**src/rtl/sprite_line_sequencer.sv**
```systemverilog
// sprite_line_sequencer
//   Per-scanline sprite scheduler in the clk_draw domain. Each line pulse
//   restarts a walk over sprite indices 0..NUM_SPRITES-1. Each index is held
//   for the matcher latency. For each intersecting sprite, one fetch beat is
//   issued per half-tile toward the non-stalling tile fetch pipeline.
//
// Ports
//   clk_draw, rst_draw         draw clock, synchronous active-high reset
//   line, enable               new-line pulse, scan enable (sampled at line)
//   sprite_index               index presented to the sprite matcher
//   match_valid, tile_count,   matcher results for sprite_index,
//   lb_addr                    valid MATCH_LAT cycles after an index change
//   beat_valid, beat_x,        fetch beat: half-tile index, line-buffer x
//   beat_lb_x                  (12'hFE0 while no beat is issued)
//   busy                       scan in progress (LOOKUP or EMIT)
//   line_done, overrun         1-cycle status pulses
//   sprites_drawn              sprites emitted this line, saturating at 511
module sprite_line_sequencer #(
    parameter int NUM_SPRITES = 512,
    parameter int MATCH_LAT   = 1
) (
    input  logic        clk_draw,
    input  logic        rst_draw,
    input  logic        line,
    input  logic        enable,
    output logic [8:0]  sprite_index,
    input  logic        match_valid,
    input  logic [7:0]  tile_count,
    input  logic [11:0] lb_addr,
    output logic        beat_valid,
    output logic [11:0] beat_x,
    output logic [11:0] beat_lb_x,
    output logic        busy,
    output logic        line_done,
    output logic        overrun,
    output logic [8:0]  sprites_drawn
);

    localparam logic [11:0] LB_IDLE   = 12'hFE0;
    localparam logic [8:0]  LAST_IDX  = 9'(NUM_SPRITES - 1);
    localparam logic [2:0]  WAIT_LAST = 3'(MATCH_LAT);

    typedef enum logic [1:0] {IDLE, LOOKUP, EMIT, DONE} state_t;

    state_t      state, state_nxt;
    logic [2:0]  wait_cnt, wait_nxt;
    logic [8:0]  beats, beats_nxt;
    logic [8:0]  beat_k, beat_k_nxt;
    logic [11:0] lb_base, lb_base_nxt;
    logic [8:0]  index_nxt;
    logic [8:0]  drawn_nxt;
    logic        valid_nxt;
    logic [11:0] x_nxt;
    logic [11:0] lb_x_nxt;
    logic        done_nxt;
    logic        overrun_nxt;
    logic        advance;

    function automatic logic [8:0] sat_inc9(input logic [8:0] v);
        return (v == 9'h1FF) ? v : v + 9'd1;
    endfunction

    // Each half-tile is 8 pixels; the sum wraps modulo 4096 on purpose,
    // because off-screen pixels are clipped downstream.
    function automatic logic [11:0] beat_addr(input logic [11:0] base,
                                              input logic [8:0]  k);
        return base + {k, 3'b000};
    endfunction

    always_comb begin
        state_nxt   = state;
        wait_nxt    = wait_cnt;
        beats_nxt   = beats;
        beat_k_nxt  = beat_k;
        lb_base_nxt = lb_base;
        index_nxt   = sprite_index;
        drawn_nxt   = sprites_drawn;
        valid_nxt   = 1'b0;
        x_nxt       = 12'd0;
        lb_x_nxt    = LB_IDLE;
        done_nxt    = 1'b0;
        overrun_nxt = 1'b0;
        advance     = 1'b0;

        case (state)
            LOOKUP: begin
                if (wait_cnt == WAIT_LAST) begin
                    if (match_valid && tile_count != 8'd0) begin
                        // Beat 0 goes out on the first EMIT cycle, so it is
                        // launched from here.
                        state_nxt   = EMIT;
                        beats_nxt   = {tile_count, 1'b0};
                        beat_k_nxt  = 9'd0;
                        lb_base_nxt = lb_addr;
                        valid_nxt   = 1'b1;
                        x_nxt       = 12'd0;
                        lb_x_nxt    = lb_addr;
                        drawn_nxt   = sat_inc9(sprites_drawn);
                    end else begin
                        advance = 1'b1;
                    end
                end else begin
                    wait_nxt = wait_cnt + 3'd1;
                end
            end
            EMIT: begin
                if (beat_k == beats - 9'd1) begin
                    advance = 1'b1;
                end else begin
                    beat_k_nxt = beat_k + 9'd1;
                    valid_nxt  = 1'b1;
                    x_nxt      = {3'b000, beat_k + 9'd1};
                    lb_x_nxt   = beat_addr(lb_base, beat_k + 9'd1);
                end
            end
            default: ;
        endcase

        if (advance) begin
            if (sprite_index == LAST_IDX) begin
                state_nxt = DONE;
                done_nxt  = 1'b1;
            end else begin
                state_nxt = LOOKUP;
                index_nxt = sprite_index + 9'd1;
                wait_nxt  = 3'd0;
            end
        end

        // A new line abandons whatever is in flight, including a half-sent sprite.
        if (line) begin
            overrun_nxt = (state == LOOKUP) || (state == EMIT);
            valid_nxt   = 1'b0;
            x_nxt       = 12'd0;
            lb_x_nxt    = LB_IDLE;
            done_nxt    = 1'b0;
            if (enable) begin
                state_nxt = LOOKUP;
                index_nxt = 9'd0;
                wait_nxt  = 3'd0;
                drawn_nxt = 9'd0;
            end else begin
                state_nxt = IDLE;
            end
        end
    end

    always_ff @(posedge clk_draw) begin
        if (rst_draw) begin
            state         <= IDLE;
            wait_cnt      <= 3'd0;
            sprite_index  <= 9'd0;
            sprites_drawn <= 9'd0;
            beat_valid    <= 1'b0;
            beat_x        <= 12'd0;
            beat_lb_x     <= LB_IDLE;
            busy          <= 1'b0;
            line_done     <= 1'b0;
            overrun       <= 1'b0;
        end else begin
            state         <= state_nxt;
            wait_cnt      <= wait_nxt;
            sprite_index  <= index_nxt;
            sprites_drawn <= drawn_nxt;
            beat_valid    <= valid_nxt;
            beat_x        <= x_nxt;
            beat_lb_x     <= lb_x_nxt;
            busy          <= (state_nxt == LOOKUP) || (state_nxt == EMIT);
            line_done     <= done_nxt;
            overrun       <= overrun_nxt;
        end
    end

    // Per-sprite beat bookkeeping; only read in EMIT, after LOOKUP loads it.
    always_ff @(posedge clk_draw) begin
        beats   <= beats_nxt;
        beat_k  <= beat_k_nxt;
        lb_base <= lb_base_nxt;
    end

endmodule

```
**config.mk**
```make
export PLATFORM = sky130hd
export DESIGN_NAME = sprite_line_sequencer
export DESIGN_NICKNAME = d
export VERILOG_FILES = /design/src/rtl/sprite_line_sequencer.sv
export SDC_FILE = /design/constraint.sdc
export NUM_CORES = 1
export LEC_CHECK = 0
export ABC_AREA = 1
export BUFFER_PORTS_ARGS = -buffer_cell sky130_fd_sc_hd__clkbuf_2
export CAP_MARGIN = 15
export CORE_ASPECT_RATIO = 1.5
export CORE_MARGIN = 8
export CORE_UTILIZATION = 40
export DETAILED_ROUTE_END_ITERATION = 10
export GPL_TIMING_DRIVEN = 0
export PLACE_DENSITY = 0.7
export SETUP_SLACK_MARGIN = 0.1
export SYNTH_ARGS = -nofsm -noshare
export SYNTH_HDL_FRONTEND = slang
export SYNTH_SLANG_ARGS = --single-unit
```
**constraint.sdc**
```tcl
create_clock -name clk_draw -period 2.9 [get_ports clk_draw]
set_input_delay 0.29 -clock clk_draw [delete_from_list [all_inputs] [get_ports clk_draw]]
set_output_delay 0.29 -clock clk_draw [all_outputs]
set_load 0.02 [all_outputs]
```
==> results of run 1 <==
path summary, 6_finish.rpt:
| check | slack (ns) | cells past startpoint | endpoint | from |
|---|---|---|---|---|
| setup / recovery | 0.32 | 12 | beat_lb_x[10] | beat_k[0] |
| hold / removal | 0.15 | 1 | lb_base[8] | lb_addr[8] |
| setup reg to reg | 0.32 | 12 | beat_lb_x[10] | beat_k[0] |
| hold reg to reg | 0.49 | 2 | sprite_index[2] | sprite_index[2] |
synth_stat cells:
cell type   n  area (um2)
o21a_1      2       15.01
nand3_2     1       10.01
nand2_2     4       25.02
buf_4       4       30.03
edfxtp_1   29       870.8
nor2_4      1       11.26
a31oi_1     2       12.51
o221ai_1    2       17.52
nand2_4     2       22.52
xnor2_1     4       35.03
nand3_1    29       145.1
ha_1       16       200.2
nor3_1      5       25.02
clkbuf_1    3       11.26
o31ai_1     1       7.510
or2_2       1       6.260
o311ai_0    1       8.760
xor2_1     12       105.1
nor4_1      4       25.02
a21oi_1    28       140.1
o21bai_1    1       7.510
nand3_4     1       17.52
o21ai_1     2       10.01
nand4_1     5       31.28
nor2_1     57       214.0
nor2_2      3       18.77
o211ai_1    3       22.52
nand3b_1    2       15.01
a211oi_1    1       7.510
inv_6       1       8.760
and2_1      1       6.260
conb_1      1       3.750
inv_1      70       262.8
o21ai_0    27       135.1
dfxtp_1    48       960.9
fa_1        1       20.02
nand2_1    73       274.0
nor3b_1     1       7.510
layout make-up:
cell class                 instances  share of cell area (%)
buffer                             7                  0.9111
clock buffer                      12                   5.439
clock inverter                     4                   1.049
inverter                          71                   5.991
multi-input combinational        296                   35.70
sequential                        77                   40.42
tap                              112                   3.092
timing repair buffer              67                   7.399
state kept, by name (all words and copies together), names as in the netlist:
register       flops
beat_k             9
beat_lb_x         12
beat_valid         1
beat_x             9
beats              8
busy               1
lb_base           12
line_done          1
overrun            1
sprite_index       9
sprites_drawn      9
state              2
wait_cnt           3
power by group:
part | switching [mW] | total (mW) | internal, mW
Sequential | 0.00404 | 1.13 | 1.13
Combinational | 0.0542 | 0.0864 | 0.0322
Clock | 0.410 | 1.10 | 0.687
through the flow:
stage / utilization (%) / worst slack [ns] / total power [mW] / instance area, um2 / cells
floorplan: - / 0.7277 / 1.202 / 3755 / 451
global placement: 45.98 / 0.3511 / 1.237 / 4230 / 630
detailed placement: 45.98 / 0.3276 / 1.240 / 4230 / 630
CTS: 49.18 / 0.3019 / 2.334 / 4524 / 646
global route: 49.26 / 0.1367 / 2.397 / 4532 / 646
finish: 49.26 / 0.3208 / 2.314 / 4532 / 646
timing repair:
| action | CTS | global route |
|---|---|---|
| buffers inserted | 0 | 0 |
| resized for setup | 0 | 1 |
| setup endpoints to repair | 0 | 1 |
layout by cell type, fill, tap and decap left out, drive strengths merged, types with 3 or more instances in the layout:
cell type,n
ha,16
dfxtp,48
edfxtp,29
o211ai,3
clkbuf,82
nor3,5
nor4,4
xor2,12
xnor2,4
nand4,5
a21oi,28
conb,3
o21ai,29
nor2,61
inv,71
buf,4
nand2,79
nand3,31
worst register-to-register path, cell delays in order, from the launching register on:
cell	delay (ns)
edfxtp_1	0.43
ha_1	0.22
nand2_1	0.07
nor2_1	0.19
nand3_1	0.17
xor2_2	0.21
inv_1	0.06
ha_1	0.35
a21oi_1	0.16
o221ai_1	0.17
o21ai_0	0.19
a21oi_1	0.05
nand3b_1	0.17
cell families (layout without fill, tap and decap cells):
group	count (synthesis)	in the layout	synth area share [%]
other	1	3	0.1001
AND/OR/NAND/NOR	190	190	22.80
XOR/XNOR	16	16	3.739
AO/OA/AOI/OAI	70	70	10.25
flip-flops	77	77	48.88
adder cells (fa/ha/maj)	17	17	5.876
buffers and inverters	78	161	8.347
layer usage:
layer	vias to the layer above	global-route usage, %	part of all wire (%)
met1	1447	13.76	37
met5	-	0	0
met4	0	7.934	3.4
met3	24	4.056	5.9
li1	1631	-	-
met2	85	26.65	53
==> impl_metrics.yaml, run 1 <==
sta:
  grt_setup_unrepaired: "false"
  whs_ns: 0.1506
  fmax_ghz: 0.3877
  finalSetupViolations: 0
  min_period_ns: 2.579
  worst_pin_slew_ns: 0.9772
  fin_worst_skew_ns: 0.008862
  slew-limit-headroom_pct: 34.78
  finalCritPeriodShare_pct: 88.94
  drv_slew: 0
  fin_tns_setup_ns: 0
  finalHoldViolCount: 0
power_and_ir_drop:
  p_leak_nw: 2.013
  peakVddDrop_mv: 0.3187
  power.density_mw_per_mm2: 510.6
drt:
  vias: 3187
  firstDrtPassIters: 4
  remaining_drc_errors: 0
  routed_wl_um: 8764
  vias_per_cell: 4.933
  postRouteAntennaNets: 0
  avgRoutedWirePerCell_um: 13.57
  drtIter0Drc: 91
clock_network:
  cts_root_buf: "clkbuf_16"
  postCtsHoldBufs: 0
  clkSinkCount: 77
  clkSlewWorstSetupHoldPaths_ns: 0.06
  h-tree-depth: 3
  cts_buffers: 9
  clk_latency_ns: 0.33
  cts_tree: "yes"
  cts_max_path_buffers: 2
layout:
  drive_above_1_share_pct: 18.73
  final_net_count: 571
  seq_area_mm2: 0.001832
  multiInputGateArea_mm2: 0.001618
  fillers: 871
  insertedDiodeCount: 0
  areaGrowthSynthToFinish_pct: 20.93
grt:
  first_global_vias: 3297
  grt_overflow: 0
  antenna_found_initial: 0
  gr-usage-all-layers_pct: 14.44
  grt_max_degree: 26
  grt_pass1_wl_um: 14520
critical_path:
  crit_family: "simple AND/OR/NAND/NOR gates"
  slowest_delay_ns: 0.43
  crit_fanout: 6
  cp.required_ns: 3.10
  crit_slowest_cell: "edfxtp_1"
  path_class: "reg -> reg"
  worstSetupEndpointType: "register"
  worstPathCellList: "ha_1 > nand2_1 > nor2_1 > nand3_1 > xor2_2 > inv_1 > ha_1 > a21oi_1 > o221ai_1 > o21ai_0 > a21oi_1 > nand3b_1"
  startpoint_type: "register"
  critPathBufInv: 1
  arrival_ns: 2.78
place:
  routabilityCongestion: 0.9126
  io_buffer_count: 67
  dp_hpwl_um: 6935
yosys:
  synth.distinct_cells: 38
  ys_seq_elements: 77
  syn_area_per_cell_um2: 8.346
  ys_warn_count: 0
  yosysSeqAreaShare_pct: 48.88
  synth_cells: 449
  synth_area_mm2: 0.003747
floorplan:
  die_area_mm2: 0.01279
  std_cell_rows: 43
  io_pins: 71
  die_h_um: 134.5
  initial_core_util_pct: 40.73
  die_w_um: 95.03
  core_area_mm2: 0.009200
run:
  cap_violations: 0
run_status:
  run_status: "complete, no violations"
worst_hold_path:
  hold_path_class: "in -> reg"
No activity file was read; power rests on OpenSTA's default activity.
==> run 2, diff against run 1 <==
==> constraint.sdc (replaced) <==
create_clock -name clk_draw -period 2.62 [get_ports clk_draw]
set_input_delay 0.262 -clock clk_draw [delete_from_list [all_inputs] [get_ports clk_draw]]
set_output_delay 0.262 -clock clk_draw [all_outputs]
set_load 0.02 [all_outputs]
==> impl_metrics.yaml, run 2 (same netlist as run 1, synthesis figures left out) <==
run_status:
  run_status: "complete, no violations"
clock_network:
  clkSinkCount: 77
  h-tree-depth: 3
  cts_max_path_buffers: 2
  cts_tree: "yes"
  postCtsHoldBufs: 0
  cts_buffers: 9
  cts_root_buf: "clkbuf_16"
  clk_latency_ns: 0.33
  clkSlewWorstSetupHoldPaths_ns: 0.06
sta:
  finalCritPeriodShare_pct: 91.62
  fmax_ghz: 0.4166
  worst_pin_slew_ns: 0.9938
  grt_setup_unrepaired: "true"
  min_period_ns: 2.401
  setup_slack_ns: 0.2195
  fin_worst_skew_ns: 0.01006
  finalHoldViolCount: 0
  fin_tns_setup_ns: 0
  drv_slew: 0
  whs_ns: 0.1220
  slew-limit-headroom_pct: 33.67
  finalSetupViolations: 0
layout:
  multiInputGateArea_mm2: 0.001697
  insertedDiodeCount: 0
  post-route-util_pct: 50.20
  mostFrequentLayoutCells: "73 x nand2_1, 70 x inv_1, 67 x clkbuf_2"
  largestRegisters: "beat_lb_x (12), lb_base (12)"
  areaGrowthSynthToFinish_pct: 23.24
  seq_area_mm2: 0.001832
  final_area_mm2: 0.004618
  final_net_count: 572
  final_common_cell: "nand2_1"
  fillers: 860
  drive_above_1_share_pct: 21.31
  layout.cells.non_filler: 647
floorplan:
  core_area_mm2: 0.009200
  die_h_um: 134.5
  die_w_um: 95.03
  initial_core_util_pct: 40.73
  std_cell_rows: 43
  die_area_mm2: 0.01279
  io_pins: 71
power_and_ir_drop:
  peakVddDrop_mv: 0.3539
  p_switching_uw: 523.1
  total_power_mw: 2.566
  seqPwrFrac_pct: 48.8
  swShare_pct: 20.39
  power.density_mw_per_mm2: 555.6
  combinationalPowerShare_pct: 3.8
  intPower_mw: 2.043
  clockPowerShare_pct: 47.5
  p_leak_nw: 2.016
drt:
  vias_per_cell: 4.917
  routed_wl_um: 8937
  avgRoutedWirePerCell_um: 13.81
  remaining_drc_errors: 0
  firstDrtPassIters: 4
  postRouteAntennaNets: 0
  vias: 3181
  drtIter0Drc: 132
place:
  routabilityCongestion: 0.9126
  post-place-ws_ns: 0.04756
  place_area_mm2: 0.004230
  dp_hpwl_um: 6935
  dpl.cell_count: 630
  io_buffer_count: 67
grt:
  grt_max_degree: 26
  antenna_found_initial: 0
  grt_pass1_wl_um: 14570
  gr-usage-all-layers_pct: 14.49
  grt_overflow: 0
  first_global_vias: 3304
critical_path:
  startpoint_type: "register"
  arrival_ns: 2.66
  worstSetupEndpointType: "register"
  path_class: "reg -> reg"
  cp.required_ns: 2.88
  crit_fanout: 6
run:
  cap_violations: 0
worst_hold_path:
  hold_path_class: "in -> reg"
[run 2: final cells by class]
type                    count  area share [%]
clock inverters             4           1.030
well taps                 112           3.034
inverters                  71           5.879
clock buffers              12           5.337
repair buffers             68           7.423
multi-input cells         296           36.74
plain buffers               7          0.8941
flip-flops and latches     77           39.66
[run 2: critical path: stages, from the launching register on]
cell and delay, ns:
edfxtp_1 0.44, ha_2 0.22, nand2_1 0.09, nor2_4 0.14, nand3_2 0.11, xor2_2 0.19
inv_1 0.06, ha_2 0.37, nand4_1 0.11, o221ai_2 0.21, o21ai_0 0.11, a21oi_1 0.15
nand3b_1 0.13
[run 2: worst paths after layout]
path / cells past startpoint / start / to / slack (ns)
min: 1 / lb_addr[8] / lb_base[8] / 0.12
max: 12 / beat_k[0] / beat_lb_x[10] / 0.22
max reg2reg: 12 / beat_k[0] / beat_lb_x[10] / 0.22
min reg2reg: 2 / sprite_index[2] / sprite_index[2] / 0.49
[run 2: repair_timing]
item / 4_1_cts / 5_1_grt
pin swaps: 0 / 2
gates resized for setup: 4 / 13
buffers inserted: 0 / 1
endpoints found under the setup margin: 3 / 5
[run 2: routing by layer]
metal	share of wire, %	wire (um)	global-route usage [%]
met3	5.5	496	4.056
met2	54	4813	26.76
met1	37	3333	13.80
met4	3.3	294	7.934
met5	0	0	0
[run 2: power groups by stage]
stage	registers [mW]	clock network, mW	logic [mW]
global placement	1.28	0	0.0936
finish	1.25	1.22	0.0964
floorplan	1.28	0	0.0498
global route	1.25	1.30	0.108
detailed placement	1.28	0	0.0959
CTS	1.25	1.24	0.0966
==> run 3, diff against run 2 <==
--- a/config.mk
+++ b/config.mk
@@ -9,7 +9,7 @@
 export BUFFER_PORTS_ARGS = -buffer_cell sky130_fd_sc_hd__clkbuf_2
 export CAP_MARGIN = 15
 export CORE_ASPECT_RATIO = 1.5
-export CORE_MARGIN = 8
+export CORE_MARGIN = 1.5
 export CORE_UTILIZATION = 40
 export DETAILED_ROUTE_END_ITERATION = 10
 export GPL_TIMING_DRIVEN = 0
==> constraint.sdc (replaced) <==
create_clock -name clk_draw -period 2.95 [get_ports clk_draw]
set_input_delay 0.295 -clock clk_draw [delete_from_list [all_inputs] [get_ports clk_draw]]
set_output_delay 0.295 -clock clk_draw [all_outputs]
set_load 0.02 [all_outputs]
==> impl_metrics.yaml, run 3 (same netlist as run 1, synthesis figures left out) <==
run_status:
  run_status: "complete, no violations"
critical_path:
  arrival_ns: 2.82
  path_class: "reg -> reg"
  cp.required_ns: 3.16
  worstSetupEndpointType: "register"
  startpoint_type: "register"
  crit_fanout: 6
floorplan:
  die_h_um: 121.5
  die_w_um: 82.03
  core_area_mm2: 0.009200
  die_area_mm2: 0.009970
  io_pins: 71
  std_cell_rows: 43
  initial_core_util_pct: 40.73
sta:
  finalCritPeriodShare_pct: 88.43
  fmax_ghz: 0.3833
  whs_ns: 0.1492
  finalHoldViolCount: 0
  finalSetupViolations: 0
  min_period_ns: 2.609
  drv_slew: 0
  fin_worst_skew_ns: 0.004394
  fin_tns_setup_ns: 0
  worst_pin_slew_ns: 0.9886
  grt_setup_unrepaired: "false"
  slew-limit-headroom_pct: 34.02
worst_hold_path:
  hold_path_class: "in -> reg"
power_and_ir_drop:
  peakVddDrop_mv: 0.2910
  p_leak_nw: 2.015
  power.density_mw_per_mm2: 508.7
layout:
  largestRegisters: "beat_lb_x (12), lb_base (12)"
  insertedDiodeCount: 0
  mostFrequentLayoutCells: "73 x nand2_1, 70 x inv_1, 67 x clkbuf_2"
  drive_above_1_share_pct: 18.54
  multiInputGateArea_mm2: 0.001610
  fillers: 878
  final_net_count: 571
  areaGrowthSynthToFinish_pct: 20.97
  final_common_cell: "nand2_1"
  seq_area_mm2: 0.001832
grt:
  gr-usage-all-layers_pct: 18.29
  grt_overflow: 0
  first_global_vias: 3047
  antenna_found_initial: 0
  grt_pass1_wl_um: 13660
  grt_max_degree: 26
clock_network:
  clkSinkCount: 77
  clkSlewWorstSetupHoldPaths_ns: 0.06
  post_cts_resized: 0
  cts_root_buf: "clkbuf_16"
  postCtsHoldBufs: 0
  cts_tree: "yes"
  h-tree-depth: 3
  cts_max_path_buffers: 2
  cts_buffers: 9
  clk_latency_ns: 0.34
  cts_setup_buffers: 0
place:
  io_buffer_count: 67
  routabilityCongestion: 0.8833
  dp_hpwl_um: 6435
run:
  cap_violations: 0
drt:
  routed_wl_um: 8265
  postRouteAntennaNets: 0
  remaining_drc_errors: 0
  avgRoutedWirePerCell_um: 12.79
  vias: 3140
  drtIter0Drc: 188
  firstDrtPassIters: 4
  vias_per_cell: 4.861
[run 3: cell count changes in the layout (fill, tap and decap cells not counted), sizes merged]
cell	before	now
buf	5	4
[run 3: critical path, stage by stage (launching register included)]
cell	delay [ns]
edfxtp_1	0.42
ha_1	0.21
nand2_1	0.07
nor2_1	0.20
nand3_1	0.14
xor2_1	0.26
inv_1	0.08
ha_1	0.36
a21oi_1	0.18
o221ai_1	0.17
o21ai_0	0.19
a21oi_1	0.06
nand3b_1	0.16
[run 3: report_power, final]
part | switching, mW | internal, mW
sequential | 0.00401 | 1.11
combinational | 0.0531 | 0.0318
clock | 0.414 | 0.697
total | 0.471 | 1.84
[run 3: final timing paths]
kind                   start              end  slack, ns  cells after the start
max                beat_k[0]    beat_lb_x[10]       0.34                     12
min               lb_addr[6]       lb_base[6]       0.15                      1
max reg2reg        beat_k[0]    beat_lb_x[10]       0.34                     12
min reg2reg  sprite_index[1]  sprite_index[1]       0.49                      2
[run 3: layout make-up]
| type | instances | share of cell area [%] |
|---|---|---|
| flip-flops and latches | 77 | 40.41 |
| multi-input cells | 296 | 35.52 |
| repair buffers | 67 | 7.397 |
| inverters | 71 | 5.989 |
| clock buffers | 12 | 5.658 |
| well taps | 112 | 3.091 |
| clock inverters | 4 | 1.021 |
| plain buffers | 7 | 0.9108 |
[run 3: layer usage]
metal	GRT usage [%]	wire length (um)	share of wire, %	vias to the layer above
li1	-	-	-	1626
met1	19.33	3251	39	1439
met2	32.84	4413	53	59
met3	4.270	370	4.5	16
met4	9.216	229	2.8	0
met5	0	0	0	-
[run 3: through the flow]
stage               std cells  power [mW]  util (%)  cell area (um2)  worst slack [ns]
CTS                       646       2.330     49.27             4533            0.3115
global placement          630       1.217     45.98             4230            0.4097
detailed placement        630       1.219     45.98             4230            0.3799
floorplan                 451       1.182         -             3755            0.7777
finish                    646       2.306     49.27             4533            0.3414
global route              646       2.384     49.27             4533            0.1032
